===== src/rtl/adv7513_video_timing_if.sv =====
// Pixel-fetch and video-output bus between the ADV7513 timing generator and its pixel source /
// transmitter.
interface adv7513_video_timing_if;
    logic        pix_req;
    logic [9:0]  pix_x;
    logic [9:0]  pix_y;
    logic [23:0] pixel_data;
    logic [23:0] vid_d;
    logic        vid_de;
    logic        vid_hs;
    logic        vid_vs;
    logic        frame_start;

    modport master (
        output pix_req, pix_x, pix_y, vid_d, vid_de, vid_hs, vid_vs, frame_start,
        input  pixel_data
    );

    modport slave (
        input  pix_req, pix_x, pix_y, vid_d, vid_de, vid_hs, vid_vs, frame_start,
        output pixel_data
    );
endinterface


===== src/rtl/adv7513_video_timing.sv =====
// Raster timing generator for the ADV7513: counters, pixel fetch requests and a registered
// RGB/DE/sync bus with an optional 8-bar colour pattern.
module adv7513_video_timing #(
    parameter int unsigned H_ACTIVE = 640,
    parameter int unsigned H_FP     = 16,
    parameter int unsigned H_SYNC   = 96,
    parameter int unsigned H_BP     = 48,
    parameter int unsigned V_ACTIVE = 480,
    parameter int unsigned V_FP     = 10,
    parameter int unsigned V_SYNC   = 2,
    parameter int unsigned V_BP     = 33,
    parameter bit          HS_POL   = 1'b0,
    parameter bit          VS_POL   = 1'b0
) (
    input  logic                   clk,
    input  logic                   reset,
    input  logic                   enable,
    input  logic                   test_mode,
    output logic                   running,
    adv7513_video_timing_if.master vid
);
    localparam logic [9:0] HActive  = 10'(H_ACTIVE);
    localparam logic [9:0] HSyncBeg = 10'(H_ACTIVE + H_FP);
    localparam logic [9:0] HSyncEnd = 10'(H_ACTIVE + H_FP + H_SYNC);
    localparam logic [9:0] HLast    = 10'(H_ACTIVE + H_FP + H_SYNC + H_BP - 1);
    localparam logic [9:0] VActive  = 10'(V_ACTIVE);
    localparam logic [9:0] VSyncBeg = 10'(V_ACTIVE + V_FP);
    localparam logic [9:0] VSyncEnd = 10'(V_ACTIVE + V_FP + V_SYNC);
    localparam logic [9:0] VLast    = 10'(V_ACTIVE + V_FP + V_SYNC + V_BP - 1);

    localparam logic [1:0] StIdle  = 2'd0;
    localparam logic [1:0] StRun   = 2'd1;
    localparam logic [1:0] StDrain = 2'd2;

    logic [1:0]  state_q, state_d;
    logic [9:0]  h_cnt_q, h_cnt_d, v_cnt_q, v_cnt_d;
    logic        cnt_en, active, hs_raw, vs_raw, line_end, frame_end;
    logic [2:0]  bar_idx;
    logic [23:0] bar_rgb;

    logic        pix_req_q, pix_req_d, hs1_q, hs1_d, vs1_q, vs1_d;
    logic [9:0]  pix_x_q, pix_x_d, pix_y_q, pix_y_d;
    logic        al_de_q, al_de_d, al_hs_q, al_hs_d, al_vs_q, al_vs_d;
    logic        al_first_q, al_first_d, al_tm_q, al_tm_d;
    logic [23:0] al_bar_q, al_bar_d;
    logic        out_de_q, out_de_d, out_hs_q, out_hs_d, out_vs_q, out_vs_d;
    logic        out_fs_q, out_fs_d;
    logic [23:0] out_d_q, out_d_d;

    assign line_end  = (h_cnt_q == HLast);
    assign frame_end = line_end && (v_cnt_q == VLast);

    // The IDLE clock that sees enable already presents pixel (0,0), so the request
    // pipeline starts in the same clock the state enters RUN.
    always_comb begin
        state_d = StIdle;
        cnt_en  = 1'b0;
        h_cnt_d = '0;
        v_cnt_d = '0;
        case (state_q)
            StIdle: begin
                cnt_en  = enable;
                state_d = enable ? StRun : StIdle;
            end
            StRun: begin
                cnt_en  = 1'b1;
                state_d = enable ? StRun : StDrain;
            end
            StDrain: begin
                cnt_en  = 1'b1;
                state_d = enable ? StRun : (frame_end ? StIdle : StDrain);
            end
            default: ;
        endcase
        if (cnt_en) begin
            h_cnt_d = line_end ? '0 : h_cnt_q + 10'd1;
            v_cnt_d = v_cnt_q;
            if (line_end) v_cnt_d = (v_cnt_q == VLast) ? '0 : v_cnt_q + 10'd1;
        end
    end

    assign active = cnt_en && (h_cnt_q < HActive) && (v_cnt_q < VActive);
    assign hs_raw = (h_cnt_q >= HSyncBeg) && (h_cnt_q < HSyncEnd);
    assign vs_raw = (v_cnt_q >= VSyncBeg) && (v_cnt_q < VSyncEnd);

    assign bar_idx = 3'(({22'd0, pix_x_q} * 32'd8) / H_ACTIVE);

    always_comb begin
        case (bar_idx)
            3'd0:    bar_rgb = 24'hFFFFFF;
            3'd1:    bar_rgb = 24'hFFFF00;
            3'd2:    bar_rgb = 24'h00FFFF;
            3'd3:    bar_rgb = 24'h00FF00;
            3'd4:    bar_rgb = 24'hFF00FF;
            3'd5:    bar_rgb = 24'hFF0000;
            3'd6:    bar_rgb = 24'h0000FF;
            default: bar_rgb = 24'h000000;
        endcase
    end

    // Middle stage holds timing while the source returns pixel_data one clock after pix_req.
    always_comb begin
        pix_req_d  = active;
        pix_x_d    = h_cnt_q;
        pix_y_d    = v_cnt_q;
        hs1_d      = hs_raw;
        vs1_d      = vs_raw;
        al_de_d    = pix_req_q;
        al_hs_d    = hs1_q;
        al_vs_d    = vs1_q;
        al_first_d = pix_req_q && (pix_x_q == '0) && (pix_y_q == '0);
        al_tm_d    = test_mode;
        al_bar_d   = bar_rgb;
        out_de_d   = al_de_q;
        out_hs_d   = al_hs_q;
        out_vs_d   = al_vs_q;
        out_fs_d   = al_first_q;
        out_d_d    = !al_de_q ? 24'h000000 : (al_tm_q ? al_bar_q : vid.pixel_data);
    end

    always_ff @(posedge clk) begin
        if (!reset) begin
            state_q    <= StIdle;
            h_cnt_q    <= '0;
            v_cnt_q    <= '0;
            pix_req_q  <= 1'b0;
            pix_x_q    <= '0;
            pix_y_q    <= '0;
            hs1_q      <= 1'b0;
            vs1_q      <= 1'b0;
            al_de_q    <= 1'b0;
            al_hs_q    <= 1'b0;
            al_vs_q    <= 1'b0;
            al_first_q <= 1'b0;
            al_tm_q    <= 1'b0;
            al_bar_q   <= '0;
            out_de_q   <= 1'b0;
            out_hs_q   <= 1'b0;
            out_vs_q   <= 1'b0;
            out_fs_q   <= 1'b0;
            out_d_q    <= '0;
        end else begin
            state_q    <= state_d;
            h_cnt_q    <= h_cnt_d;
            v_cnt_q    <= v_cnt_d;
            pix_req_q  <= pix_req_d;
            pix_x_q    <= pix_x_d;
            pix_y_q    <= pix_y_d;
            hs1_q      <= hs1_d;
            vs1_q      <= vs1_d;
            al_de_q    <= al_de_d;
            al_hs_q    <= al_hs_d;
            al_vs_q    <= al_vs_d;
            al_first_q <= al_first_d;
            al_tm_q    <= al_tm_d;
            al_bar_q   <= al_bar_d;
            out_de_q   <= out_de_d;
            out_hs_q   <= out_hs_d;
            out_vs_q   <= out_vs_d;
            out_fs_q   <= out_fs_d;
            out_d_q    <= out_d_d;
        end
    end

    assign running         = (state_q == StRun);
    assign vid.pix_req     = pix_req_q;
    assign vid.pix_x       = pix_x_q;
    assign vid.pix_y       = pix_y_q;
    assign vid.vid_de      = out_de_q;
    assign vid.vid_hs      = ~(out_hs_q ^ HS_POL);
    assign vid.vid_vs      = ~(out_vs_q ^ VS_POL);
    assign vid.frame_start = out_fs_q;
    assign vid.vid_d       = out_d_q;
endmodule


===== src/flat_wrapper.sv =====
// flat-port wrapper written by rule: the top's interface ports become plain ports
module adv7513_video_timing_flat 
#(
    parameter int unsigned H_ACTIVE = 640,
    parameter int unsigned H_FP     = 16,
    parameter int unsigned H_SYNC   = 96,
    parameter int unsigned H_BP     = 48,
    parameter int unsigned V_ACTIVE = 480,
    parameter int unsigned V_FP     = 10,
    parameter int unsigned V_SYNC   = 2,
    parameter int unsigned V_BP     = 33,
    parameter bit          HS_POL   = 1'b0,
    parameter bit          VS_POL   = 1'b0
)
  (clk, reset, enable, test_mode, running, vid_pix_req, vid_pix_x, vid_pix_y, vid_vid_d, vid_vid_de, vid_vid_hs, vid_vid_vs, vid_frame_start, vid_pixel_data);
  adv7513_video_timing_if vid_i ();
  input  logic clk;
  input  logic reset;
  input  logic enable;
  input  logic test_mode;
  output logic running;
  output wire logic [$bits(vid_i.pix_req)-1:0] vid_pix_req;
  output wire logic [$bits(vid_i.pix_x)-1:0] vid_pix_x;
  output wire logic [$bits(vid_i.pix_y)-1:0] vid_pix_y;
  output wire logic [$bits(vid_i.vid_d)-1:0] vid_vid_d;
  output wire logic [$bits(vid_i.vid_de)-1:0] vid_vid_de;
  output wire logic [$bits(vid_i.vid_hs)-1:0] vid_vid_hs;
  output wire logic [$bits(vid_i.vid_vs)-1:0] vid_vid_vs;
  output wire logic [$bits(vid_i.frame_start)-1:0] vid_frame_start;
  input wire logic [$bits(vid_i.pixel_data)-1:0] vid_pixel_data;
  assign vid_pix_req = vid_i.pix_req;
  assign vid_pix_x = vid_i.pix_x;
  assign vid_pix_y = vid_i.pix_y;
  assign vid_vid_d = vid_i.vid_d;
  assign vid_vid_de = vid_i.vid_de;
  assign vid_vid_hs = vid_i.vid_hs;
  assign vid_vid_vs = vid_i.vid_vs;
  assign vid_frame_start = vid_i.frame_start;
  assign vid_i.pixel_data = vid_pixel_data;
  adv7513_video_timing #(.H_ACTIVE(H_ACTIVE), .H_FP(H_FP), .H_SYNC(H_SYNC), .H_BP(H_BP), .V_ACTIVE(V_ACTIVE), .V_FP(V_FP), .V_SYNC(V_SYNC), .V_BP(V_BP), .HS_POL(HS_POL), .VS_POL(VS_POL)) u_core (.clk(clk), .reset(reset), .enable(enable), .test_mode(test_mode), .running(running), .vid(vid_i));
endmodule

===== config.mk =====
export PLATFORM = sky130hd
export DESIGN_NAME = adv7513_video_timing_flat
export DESIGN_NICKNAME = d
export VERILOG_FILES = /design/src/rtl/adv7513_video_timing_if.sv /design/src/rtl/adv7513_video_timing.sv /design/src/flat_wrapper.sv
export SDC_FILE = /design/constraint.sdc
export NUM_CORES = 1
export LEC_CHECK = 0
export CORE_MARGIN = 2
export CORE_UTILIZATION = 54
export CTS_CLUSTER_SIZE = 16
export DETAILED_ROUTE_END_ITERATION = 10
export PLACE_DENSITY_LB_ADDON = 0.2
export SLEW_MARGIN = 20
export SYNTH_ARGS = -nofsm -noshare
export SYNTH_HDL_FRONTEND = slang
export SYNTH_SLANG_ARGS = --single-unit

===== constraint.sdc =====
create_clock -name clk -period 4.65 [get_ports clk]
set_clock_uncertainty 0.1 [all_clocks]
set_input_delay 0.465 -clock clk [delete_from_list [all_inputs] [get_ports clk]]
set_output_delay 0.465 -clock clk [all_outputs]
set_load 0.05 [all_outputs]

==> results.md, run 1 <==
- RD Place Congestion: 0.8778
- Post-DP Area: 4219 um2
- WP data arrival: 3.23 ns
- Slowest cell on crit path: dfxtp_1
- Ys flop type: dfxtp_1
- Xor/xnor share of the synthesized area: 0.04035
- Crit path launch type: register
- Tcrit/Tclk final: 0.6614
- Post-CTS Resized: 0
- Yosys reg bits: 81
- Antenna violations before repair: 0
- CTS hold repair buffers: 0
- Post-synthesis mux area share: 0.005764
- Routed WL: 7288 um
- Clock share of power: 0.377
- Syn Nets: 406
- Vias in the first global route: 2,754
- Period minus WS final: 3.076 ns
- Routing usage on met3: 0.04720
- Post-Syn Instances: 369
- Grt ovf: 0
- Fin. Hold Viols: 0
- Initial DRT Pass Iterations: 4
- Area taken by multi-input logic gates: 1674 um2
- Total power: 1.313 mW
- Synth warn: 0
- Clk sink count: 81
- Peak supply drop: 0.2133 mV
- Most Crowded Layer GR: met2
- CP delay by family, top: simple AND/OR/NAND/NOR gates
- CTS tree: built
- Area leader, netlist: dfxtp_1
- Comb power frac: 0.080
- Die footprint: 7090 um2
- Synth-to-Final Area Change: 27.02%
- R2R cell count: 9
- Clock Latency Late Sink: 0.34 ns
- Worst reg2reg path endpoint: u_core.al_bar_q[7]
- Synth Area per Inst: 9.413 um2
- Detail Route Antenna Nets: 0
- Largest net degree at the start of global routing: 31
- WS Path Type: reg -> reg
- Met2 GRT Util: 0.3745
- Die H: 84.20 um
- Worst path depth: 9
- Clock-pin slew on the worst setup and hold paths: 0.07 ns
- Area fraction in compound gates after synthesis: 0.1142
- Post-Synth Adder-Cell Area: 0.04467
- Core Box Area: 6277 um2
- Sw frac: 0.2280
- H-tree depth: 3
- DRC viols: 0
- FF-to-FF Start: u_core.vid.pix_x[8]
- Die extent in x: 84.20 um
- Postcts setup bufs: 0
- Max_cap viols: 0
- Sequential area share after synthesis: 0.4669
- Synth async-reset ratio: 0
- Share of cells above drive strength 1: 0.07640
- Root buffer cell: clkbuf_8
- Maximum buffer depth of the clock tree: 2
- First-pass GRT wire length: 12,390 um
- P_sw: 299.3 uW
- Crit-path cells: nor2_1 > inv_1 > ha_1 > nor2b_4 > o21ai_0 > a221oi_1 > and4bb_1 > xnor2_1 > nor4_2
- Crit. End Element: register
- CP Max Fanout: 20
- Ports: 78
- Initial DRC count: 197
- Netlist cell types: 60
- Simple-Gate Fraction of Synth Area: 0.2770
- Main combinational cell family by area after synthesis: simple AND/OR/NAND/NOR gates
- Worst min-delay path startpoint: u_core.al_hs_d
- Worst Tran Pin Value: 0.8048 ns
- Fin nets: 478
- RSZ-0062 raised after global routing: no
- Critical Path RT: 4.80 ns
- Pwr per Cell Area: 297.5 nW/um2
- Initial Utilization: 0.5533
- FF-to-FF setup slack: 1.57 ns
- Post-Syn Area: 3473 um2
- Num CTS Buffers: 9
- Final Core Density: 0.7028
- DPL Wire Length: 5287 um
- Crit-path max cell delay: 0.73 ns
- IO Port Bufs: 77
- Min-delay worst type: reg -> reg
- Vias: 2,803
- FF+latch area: 1622 um2
- Relative slew slack: 0.4618
- Status: completed
- Worst hold path depth: 1
- Top-count cell post-synth: dfxtp_1
- Setup violators final: 0
- Fmax: 0.3252 GHz
- Reg power frac: 0.543
- Hold endpoint: u_core.al_hs_q
- Buffers & Inverters on Critical Path: 1
- Row count: 29
- Hold slack: 0.3235 ns
- Slew Viols, Final: 0
- GR Util All Layers: 0.2133
- Leakage: 1.616 nW
- Post-route setup TNS: 0 ns
- Top-area cell type share of the netlist area: 0.4669
- WL per Instance: 13.96 um
- Largest cells by area after synthesis: dfxtp_1 47%, nand2b_1 5.2%, and2_1 5.0%
- Most frequent cells after synthesis: 81 x dfxtp_1, 33 x nor2_1, 32 x a21oi_1
- Met1 GRT Util: 0.2600
- N_diodes: 0
- Internal power: 1.013 mW
- Fillcell total: 485
- EDFF count, synth: 0
- DR vias/cell: 5.370
- Design area: 4412 um2
==> kinds of logic (layout without fill, tap and decap cells) <==
kind of cell             count (synthesis)  in the layout
XOR/XNOR                                16             16
AND/OR/NAND/NOR                        165            165
multiplexers                             2              2
adder cells (fa/ha/maj)                 13             13
buffers and inverters                   31            107
flip-flops                              81             81
AO/OA/AOI/OAI                           61             61
==> sequential cells by signal, indices dropped and copies added (netlist names) <==
name	count
u_core.al_bar_q	3
u_core.al_de_q	1
u_core.al_first_q	1
u_core.al_hs_d	1
u_core.al_hs_q	1
u_core.al_tm_q	1
u_core.al_vs_d	1
u_core.al_vs_q	1
u_core.h_cnt_q	10
u_core.out_hs_q	1
u_core.out_vs_q	1
u_core.pix_y_d	10
u_core.state_q	2
u_core.vid.frame_start	1
u_core.vid.pix_req	1
u_core.vid.pix_x	10
u_core.vid.pix_y	10
u_core.vid.vid_d	24
u_core.vid.vid_de	1
==> layer usage <==
metal,part of all wire,vias to the layer above,routed length [um]
met1,0.43,1298,3134
li1,-,1397,-
met5,0,-,0
met3,0.049,14,358
met4,0.015,0,112
met2,0.51,94,3682
==> worst reg2reg max path: cells and delay by family (launching register included) <==
kind / cells / cell delay [ns]
and+or+nand+nor: 4 / 1.07
DFF: 1 / 0.73
AOI/OAI and AO/OA: 2 / 0.52
adders and majority gates: 1 / 0.31
buffers and inverters: 1 / 0.15
xor gates and xnor gates: 1 / 0.14
==> area by class of cell <==
type                            instances  area share
Clock buffer                           11     0.03205
Clock inverter                          4     0.01163
Inverter                               15     0.01276
Multi-Input combinational cell        257      0.3795
Sequential cell                        81      0.3676
Tap cell                               77     0.02184
Timing Repair Buffer                   77      0.1747
==> cell usage in the layout, fill, tap and decap left out, types with 10 or more instances in the layout <==
cell type	Yosys	layout
and2_1	28	28
nand2b_1	29	29
a21oi_1	32	32
inv_1	14	14
clkbuf_8	3	10
nand2_1	23	23
nor2_1	33	33
dfxtp_1	81	81
clkdlybuf4s50_1	0	77
==> how the worst max path moves through the flow <==
stage,from,endpoint,slack [ns]
after floorplan,u_core.vid.pix_x[8],u_core.al_bar_q[7],1.84
after global placement,u_core.vid.pix_x[8],u_core.al_bar_q[7],1.80
after detailed placement,u_core.vid.pix_x[8],u_core.al_bar_q[7],1.66
after CTS,u_core.vid.pix_x[8],u_core.al_bar_q[7],1.65
after global routing,u_core.vid.pix_x[8],u_core.al_bar_q[7],1.32
final,u_core.vid.pix_x[8],u_core.al_bar_q[7],1.57
==> through the flow <==
step / setup WS, ns / std cells
after global routing: 1.324 / 522
after global placement: 1.796 / 507
after CTS: 1.647 / 522
after detailed placement: 1.657 / 507
after floorplan: 1.839 / 369
final: 1.575 / 522
==> power by group through the flow <==
stage / Sequential [mW] / Combinational [mW] / Clock (mW)
2_1_floorplan: 0.751 / 0.0369 / 0
3_3_place_gp: 0.729 / 0.104 / 0
3_5_place_dp: 0.729 / 0.105 / 0
4_1_cts: 0.713 / 0.106 / 0.507
5_1_grt: 0.715 / 0.114 / 0.535
6_report: 0.713 / 0.105 / 0.495
(Power assumes the default switching activity.)
==> inputs of run 2 (changes only) <==
CORE_UTILIZATION = 50   (was 54)
clock period = 3.1 ns   (was 4.65 ns; I/O delays follow)
==> results.md, run 2 (synthesis results as in run 1) <==
- Row count: 30 (+3.4%)
- RD Place Congestion: 0.8689 (-1.0%)
- H-tree depth: 3 (unchanged)
- Clock-pin slew on the worst setup and hold paths: 0.08 ns (about the same)
- Most frequent cells in the layout: 81 x dfxtp_1, 77 x clkdlybuf4s50_1, 33 x nor2_1
- Clock share of power: 0.406 (+0.029)
- Total power: 2.068 mW (+58%)
- Vias: 2,775 (-1.0%)
- Share of cells above drive strength 1: 0.08686 (+0.01046)
- Critical Path RT: 3.26 ns (-1.54 ns)
- Vias in the first global route: 2,615 (-5.0%)
- DPL Wire Length: 5261 um (-0.48%)
- Buffers & Inverters on Critical Path: 1 (unchanged)
- Core Box Area: 6756 um2 (+7.6%)
- Antenna violations before repair: 0 (unchanged)
- Largest net degree at the start of global routing: 28 (-9.7%)
- Fin nets: 482 (+0.84%)
- Comb power frac: 0.077 (-0.003)
- RSZ-0062 raised after global routing: no
- WL per Instance: 13.84 um (-0.89%)
- Die H: 87.35 um (+3.7%)
- IO Port Bufs: 77 (unchanged)
- Initial DRC count: 175 (-11%)
- Synth-to-Final Area Change: 28.60%
- Post-CTS Resized: 0 (unchanged)
- DR vias/cell: 5.246 (-2.3%)
- P_sw: 485.1 uW (+62%)
- WS Path Type: reg -> reg
- Maximum buffer depth of the clock tree: 2 (unchanged)
- Min-delay worst type: reg -> reg
- Crit-path max cell delay: 0.41 ns (-0.32 ns)
- Die extent in x: 87.35 um (+3.7%)
- Peak supply drop: 0.3517 mV (+65%)
- Fmax: 0.3621 GHz (+11%)
- Leakage: 1.648 nW (+1.9%)
- DRC viols: 0 (unchanged)
- CP delay by family, top: simple AND/OR/NAND/NOR gates
- First-pass GRT wire length: 11,990 um (-3.2%)
- Post-route setup TNS: 0 ns (unchanged)
- Initial Utilization: 0.5141 (-0.03924)
- Crit-path cells: nor2_1 > inv_1 > ha_1 > nor2b_4 > o21ai_0 > a221oi_1 > and4bb_1 > xnor2_1 > nor4_2
- Setup violators final: 0 (unchanged)
- Postcts setup bufs: 0 (unchanged)
- Initial DRT Pass Iterations: 5 (+1)
- Max_cap viols: 0 (unchanged)
- Ports: 78 (unchanged)
- Commonest non-fill, non-tap cell in the layout: dfxtp_1
- Grt ovf: 0 (unchanged)
- Worst Tran Pin Value: 0.7912 ns (-0.01360 ns)
- CTS tree: built
- Crit path launch type: register
- Reg power frac: 0.517 (-0.026)
- N_diodes: 0 (unchanged)
- Slew Viols, Final: 0 (unchanged)
- Root buffer cell: clkbuf_8
- Tcrit/Tclk final: 0.8909 (+0.2295)
- Relative slew slack: 0.4713 (+0.009472)
- Pwr per Cell Area: 463.0 nW/um2 (+56%)
- Design area: 4467 um2 (+1.2%)
- Clk sink count: 81 (unchanged)
- GR Util All Layers: 0.1988 (-0.01453)
- Internal power: 1.583 mW (+56%)
- Fin. Hold Viols: 0 (unchanged)
- Slowest cell on crit path: ha_1
- Status: completed
- CTS hold repair buffers: 0 (unchanged)
- Max reg flops: 24 (unchanged)
- Die footprint: 7629 um2 (+7.6%)
- WP data arrival: 2.92 ns (-0.31 ns)
- Post-DP Area: 4253 um2 (+0.80%)
- Num CTS Buffers: 9 (unchanged)
- Period minus WS final: 2.762 ns (-0.3138 ns)
- Sw frac: 0.2346 (+0.006574)
- Detail Route Antenna Nets: 0 (unchanged)
- Clock Latency Late Sink: 0.35 ns (about the same)
- Routed WL: 7320 um (+0.44%)
- Crit. End Element: register
- CP Max Fanout: 11 (-45%)
## run 2: cell types whose count changed in the layout (fill, tap and decap cells not counted)
cell / previous run / this run
buf_4: 0 / 4
bufinv_16: 1 / 2
clkbuf_1: 1 / 0
clkbuf_8: 10 / 9
inv_6: 1 / 2
## run 2: layout make-up
| type | count | area, um2 |
|---|---|---|
| fillers | 547 | 2290 |
| repair buffers | 81 | 800.8 |
| well taps | 80 | 100.1 |
| clock inverters | 6 | 90.09 |
| flip-flops and latches | 81 | 1622 |
| multi-input cells | 257 | 1674 |
| clock buffers | 9 | 123.9 |
| inverters | 15 | 56.30 |
## run 2: final timing paths
| kind | startpoint | endpoint | slack, ns | cells past startpoint |
|---|---|---|---|---|
| worst max-delay path | u_core.vid.pix_x[7] | u_core.al_bar_q[7] | 0.34 | 9 |
| worst min-delay path | u_core.al_first_q | u_core.vid.frame_start | 0.34 | 1 |
| worst max register to register | u_core.vid.pix_x[7] | u_core.al_bar_q[7] | 0.34 | 9 |
| worst min register to register | u_core.al_first_q | u_core.vid.frame_start | 0.34 | 1 |
## run 2: worst register-to-register path, stage by stage (launching register included)
cell and delay, ns:
dfxtp_1 0.32, nor2_1 0.30, inv_1 0.15, ha_1 0.41, nor2b_4 0.29, o21ai_0 0.12, a221oi_1 0.36, and4bb_1 0.24
xnor2_1 0.14, nor4_2 0.25
## run 2: power by group through the flow
stage	combinational [mW]	clock, mW	sequential [mW]
after global placement	0.158	0	1.09
after CTS	0.161	0.857	1.07
after global routing	0.172	0.900	1.07
after floorplan	0.0553	0	1.13
final	0.160	0.839	1.07
after detailed placement	0.160	0	1.09
## run 2: through the flow
stage            util  instances  worst slack (ns)  hold slack (ns)
6_report       0.6611        529            0.3383           0.3373
2_1_floorplan       -        369            0.2894           0.2893
3_5_place_dp   0.6294        514            0.3930           0.3226
4_1_cts        0.6611        529            0.3675           0.3407
3_3_place_gp   0.6294        514            0.5345           0.3177
5_1_grt        0.6611        529            0.1680           0.3655
## run 2: metal layers
metal / GRT usage / vias up / routed length (um)
li1: - / 1398 / -
met5: 0 / - / 0
met2: 0.3375 / 92 / 3517
met3: 0.04076 / 17 / 434
met4: 0.07832 / 0 / 165
met1: 0.2463 / 1268 / 3202
==> inputs of run 3 (changes only) <==
CORE_MARGIN = 10   (was 2)
CORE_UTILIZATION = 54   (was 50)
clock period = 3.3 ns   (was 3.1 ns; I/O delays follow)
==> results.md, run 3 (synthesis results as in run 1) <==
- Vias: 2,794 (+0.68%)
- Crit-path max cell delay: 0.40 ns (about the same)
- Clk sink count: 81 (unchanged)
- Post-CTS Resized: 0 (unchanged)
- WL per Instance: 15.18 um (+9.7%)
- Initial DRC count: 161 (-8.0%)
- Hold slack: 0.3291 ns (-0.008242 ns)
- Critical Path RT: 3.46 ns (+0.20 ns)
- Postcts setup bufs: 0 (unchanged)
- Post-route setup TNS: 0 ns (unchanged)
- Crit path launch type: register
- CP Max Fanout: 11 (unchanged)
- DPL Wire Length: 5805 um (+10%)
- Crit. End Element: register
- CTS tree: built
- Min-delay worst type: reg -> reg
- Pwr per Cell Area: 424.7 nW/um2 (-8.3%)
- Worst Tran Pin Value: 0.8063 ns (+0.01513 ns)
- Initial Utilization: 0.5501 (+0.03606)
- Relative slew slack: 0.4611 (-0.01011)
- Clock Latency Late Sink: 0.35 ns (about the same)
- Fin. Hold Viols: 0 (unchanged)
- GR Util All Layers: 0.1576 (-0.04116)
- Crit-path cells: nor2_1 > inv_1 > ha_1 > nor2b_4 > o21ai_0 > a221oi_1 > and4bb_1 > xnor2_1 > nor4_2
- Post-Layout Cell Count: 526 (-0.57%)
- N_diodes: 0 (unchanged)
- IO Port Bufs: 77 (unchanged)
- Max_cap viols: 0 (unchanged)
- Detail Route Antenna Nets: 0 (unchanged)
- Ports: 78 (unchanged)
- Period minus WS final: 2.767 ns (+0.005335 ns)
- CTS hold repair buffers: 0 (unchanged)
- Clock-pin slew on the worst setup and hold paths: 0.08 ns (about the same)
- Max reg flops: 24 (unchanged)
- Num CTS Buffers: 9 (unchanged)
- First-pass GRT wire length: 12,920 um (+7.8%)
- Slowest cell on crit path: ha_1
- Most frequent cells in the layout: 81 x dfxtp_1, 77 x clkdlybuf4s50_1, 33 x nor2_1
- Antenna violations before repair: 0 (unchanged)
- Tcrit/Tclk final: 0.8385 (-0.05238)
- Final Core Density: 0.7043 (+0.04321)
- CP delay by family, top: simple AND/OR/NAND/NOR gates
- Die extent in x: 100.2 um (+15%)
- Root buffer cell: clkbuf_8
- DRC viols: 0 (unchanged)
- Row count: 29 (-3.3%)
- RD Place Congestion: 0.8603 (-0.99%)
- Die footprint: 10,040 um2 (+32%)
- Grt ovf: 0 (unchanged)
- Status: completed
- Leakage: 1.642 nW (-0.37%)
- Peak supply drop: 0.3831 mV (+8.9%)
- H-tree depth: 3 (unchanged)
- Fmax: 0.3614 GHz (-0.19%)
- RSZ-0062 raised after global routing: no
- Slew Viols, Final: 0 (unchanged)
- Routed WL: 7985 um (+9.1%)
- Fin nets: 481 (-0.21%)
- Maximum buffer depth of the clock tree: 2 (unchanged)
- Share of cells above drive strength 1: 0.08463 (-0.002227)
- Commonest non-fill, non-tap cell in the layout: dfxtp_1
- Setup violators final: 0 (unchanged)
- Synth-to-Final Area Change: 28.03%
- Buffers & Inverters on Critical Path: 1 (unchanged)
- Die H: 100.2 um (+15%)
- WP data arrival: 2.93 ns (about the same)
- DR vias/cell: 5.312 (+1.3%)
- Initial DRT Pass Iterations: 4 (-1)
- WS Path Type: reg -> reg
- Vias in the first global route: 2,679 (+2.4%)
- Largest net degree at the start of global routing: 31 (+11%)
- Placed cells: 510 (-0.78%)
- Core Box Area: 6314 um2 (-6.6%)
[run 3: layout make-up]
type                    count  area (um2)
fillers                   510        1867
multi-input cells         257        1674
flip-flops and latches     81        1622
repair buffers             80       793.3
well taps                  77       96.34
clock buffers              11       141.4
inverters                  15       56.30
clock inverters             5       63.81
[run 3: path summary, 6_finish.rpt]
| kind | startpoint | end | slack [ns] | cells after the start |
|---|---|---|---|---|
| max reg2reg | u_core.vid.pix_x[7] | u_core.al_bar_q[7] | 0.53 | 9 |
| min | u_core.al_first_q | u_core.vid.frame_start | 0.33 | 1 |
| max | u_core.vid.pix_x[7] | u_core.al_bar_q[7] | 0.53 | 9 |
| min reg2reg | u_core.al_first_q | u_core.vid.frame_start | 0.33 | 1 |
[run 3: worst reg2reg max path, cell delays in order (launching register included)]
cell and delay [ns]:
dfxtp_1 0.32, nor2_1 0.32, inv_1 0.14, ha_1 0.40, nor2b_4 0.30, o21ai_0 0.12
a221oi_1 0.35, and4bb_1 0.24, xnor2_1 0.14, nor4_2 0.25
[run 3: power by group]
group | switching [mW] | internal, mW | leakage [nW]
logic | 0.0828 | 0.0672 | 0.880
registers | 0.0104 | 0.994 | 0.656
clock network | 0.357 | 0.377 | 0.105
[run 3: layer usage]
metal  vias to the layer above  wire length [um]  global-route usage
met5                         -                 0                   0
met2                        74              4033              0.2725
met3                        13               491             0.05151
met4                         0               120             0.06087
met1                      1305              3340              0.1748
li1                       1402                 -                   -
[run 3: through the flow]
step           setup WS [ns]  cell area, um2  power, mW
3_5_place_dp          0.5752            4242      1.178
5_1_grt               0.2796            4447      1.957
2_1_floorplan         0.4894            3473      1.110
3_3_place_gp          0.7147            4242      1.176
6_report              0.5330            4447      1.888
4_1_cts               0.5420            4447      1.906
==> edit (flow settings as in run 1) <==
`H_BP` is set to 48 in 2 places; all go to 24.
--- a/src/rtl/adv7513_video_timing.sv
+++ b/src/rtl/adv7513_video_timing.sv
@@ -4,7 +4,7 @@
     parameter int unsigned H_ACTIVE = 640,
     parameter int unsigned H_FP     = 16,
     parameter int unsigned H_SYNC   = 96,
-    parameter int unsigned H_BP     = 48,
+    parameter int unsigned H_BP     = 24,
     parameter int unsigned V_ACTIVE = 480,
     parameter int unsigned V_FP     = 10,
     parameter int unsigned V_SYNC   = 2,
--- a/src/flat_wrapper.sv
+++ b/src/flat_wrapper.sv
@@ -4,7 +4,7 @@
     parameter int unsigned H_ACTIVE = 640,
     parameter int unsigned H_FP     = 16,
     parameter int unsigned H_SYNC   = 96,
-    parameter int unsigned H_BP     = 48,
+    parameter int unsigned H_BP     = 24,
     parameter int unsigned V_ACTIVE = 480,
     parameter int unsigned V_FP     = 10,
     parameter int unsigned V_SYNC   = 2,
Formal check against the unedited RTL: same outputs for any inputs over 10 cycles, from zero or initial values and one cycle with reset low; that may be too few to reach the edited logic, so the function may still have changed.
==> edit against run 1 <==
Routed wire length decreased by 8.8%. Cell area decreased by 3.5%. Worst setup slack improved by 0.52 ns. Power increased by 8.0%. Hold slack got worse by 0.0040 ns. Sequential cell count unchanged. Area after synthesis decreased by 7.4%. Non-clock buffer count unchanged. Die area decreased by 7.1%. Largest power group unchanged.
==> edit: results (changes against run 1) <==
- Leak: 1.67 nW (+3.5%)
- Largest net degree at the start of global routing: 33 (+6.5%)
- Placed instance count: 480 (-5.3%)
- Sequential cell area fraction in the yosys report: 50.4% (+3.7 points)
- CP top delay family: compound AO/OA/AOI/OAI gates
- Mux contribution to synthesized area: 0% (-0.58 points)
- GRT Total Usage: 21.7% (+0.36 points)
- Layout Nets: 453 (-5.2%)
- CP peak stage delay: 0.46 ns (-0.27 ns)
- Layout cells sized above 1: 5.70% (-1.9 points)
- Max Fanout on Critical Path: 15 (-25%)
- Metal3 WL: 449 um (+25%)
- Routed WL: 6.65 mm (-8.8%)
- Avg Inst Size Synth: 9.43 sq um (+0.18%)
- Synth Area in Adders: 3.50% (-0.96 points)
- Rel. slew slack: 42.6% (-3.6 points)
- Post-DP HPWL: 4.72 mm (-11%)
- Power share of the combinational group: 7.3% (-0.7 points)
- First-pass GRT wire length: 11.0 mm (-11%)
- Clock Power Share: 42.4% (+4.7 points)
- GR met1 Demand/Resource: 25.6% (-0.41 points)
- Routed met2 length: 3.24 mm (-12%)
- XOR/XNOR Fraction of Synth Area: 4.90% (+0.87 points)
- WL met1: 2.85 mm (-9.2%)
- Dpl ws: 1.86 ns (+0.201 ns)
- Finished Layout Cells: 496 (-5.0%)
- Synth top area cells: dfxtp_1, nand2b_1, and2_1
- Sw power: 0.307 mW (+2.7%)
- GR met2 Demand/Resource: 37.4% (about the same)
- Cell Area, Placed: 0.00401 sq mm (-4.9%)
- Status: complete, no violations
- Peak VDD IR: 0.260 mV (+22%)
- Filler cells: 446 (-8.0%)
- Synth top cells by count: dfxtp_1, a21oi_1, nand2b_1, and2_1, nor2_1
- Vias post-DR: 2578 (-8.0%)
[edit: cell types whose count changed after synthesis, sizes merged, moves of 3 or more]
cell / run 1 / this run
xnor2: 9 / 4
and2: 30 / 27
and3: 1 / 9
nor2: 33 / 24
nand2: 23 / 15
nand4: 5 / 8
clkbuf: 12 / 8
maj3: 4 / 0
xor2: 7 / 14
o32ai: 0 / 3
[edit: final timing paths]
check | startpoint | slack [ns] | cells past startpoint | to
setup / recovery | u_core.vid.pix_x[7] | 2.10 | 8 | u_core.al_bar_q[7]
hold / removal | u_core.vid.pix_y[3] | 0.32 | 1 | u_core.al_first_q
setup reg to reg | u_core.vid.pix_x[7] | 2.10 | 8 | u_core.al_bar_q[7]
hold reg to reg | u_core.vid.pix_y[3] | 0.32 | 1 | u_core.al_first_q
[edit: area by class of cell]
type | instances | area share [%]
clock inverters | 6 | 2.68
flip-flops and latches | 81 | 38.1
well taps | 75 | 2.21
inverters | 13 | 1.15
clock buffers | 10 | 3.00
multi-input cells | 234 | 34.8
repair buffers | 77 | 18.1
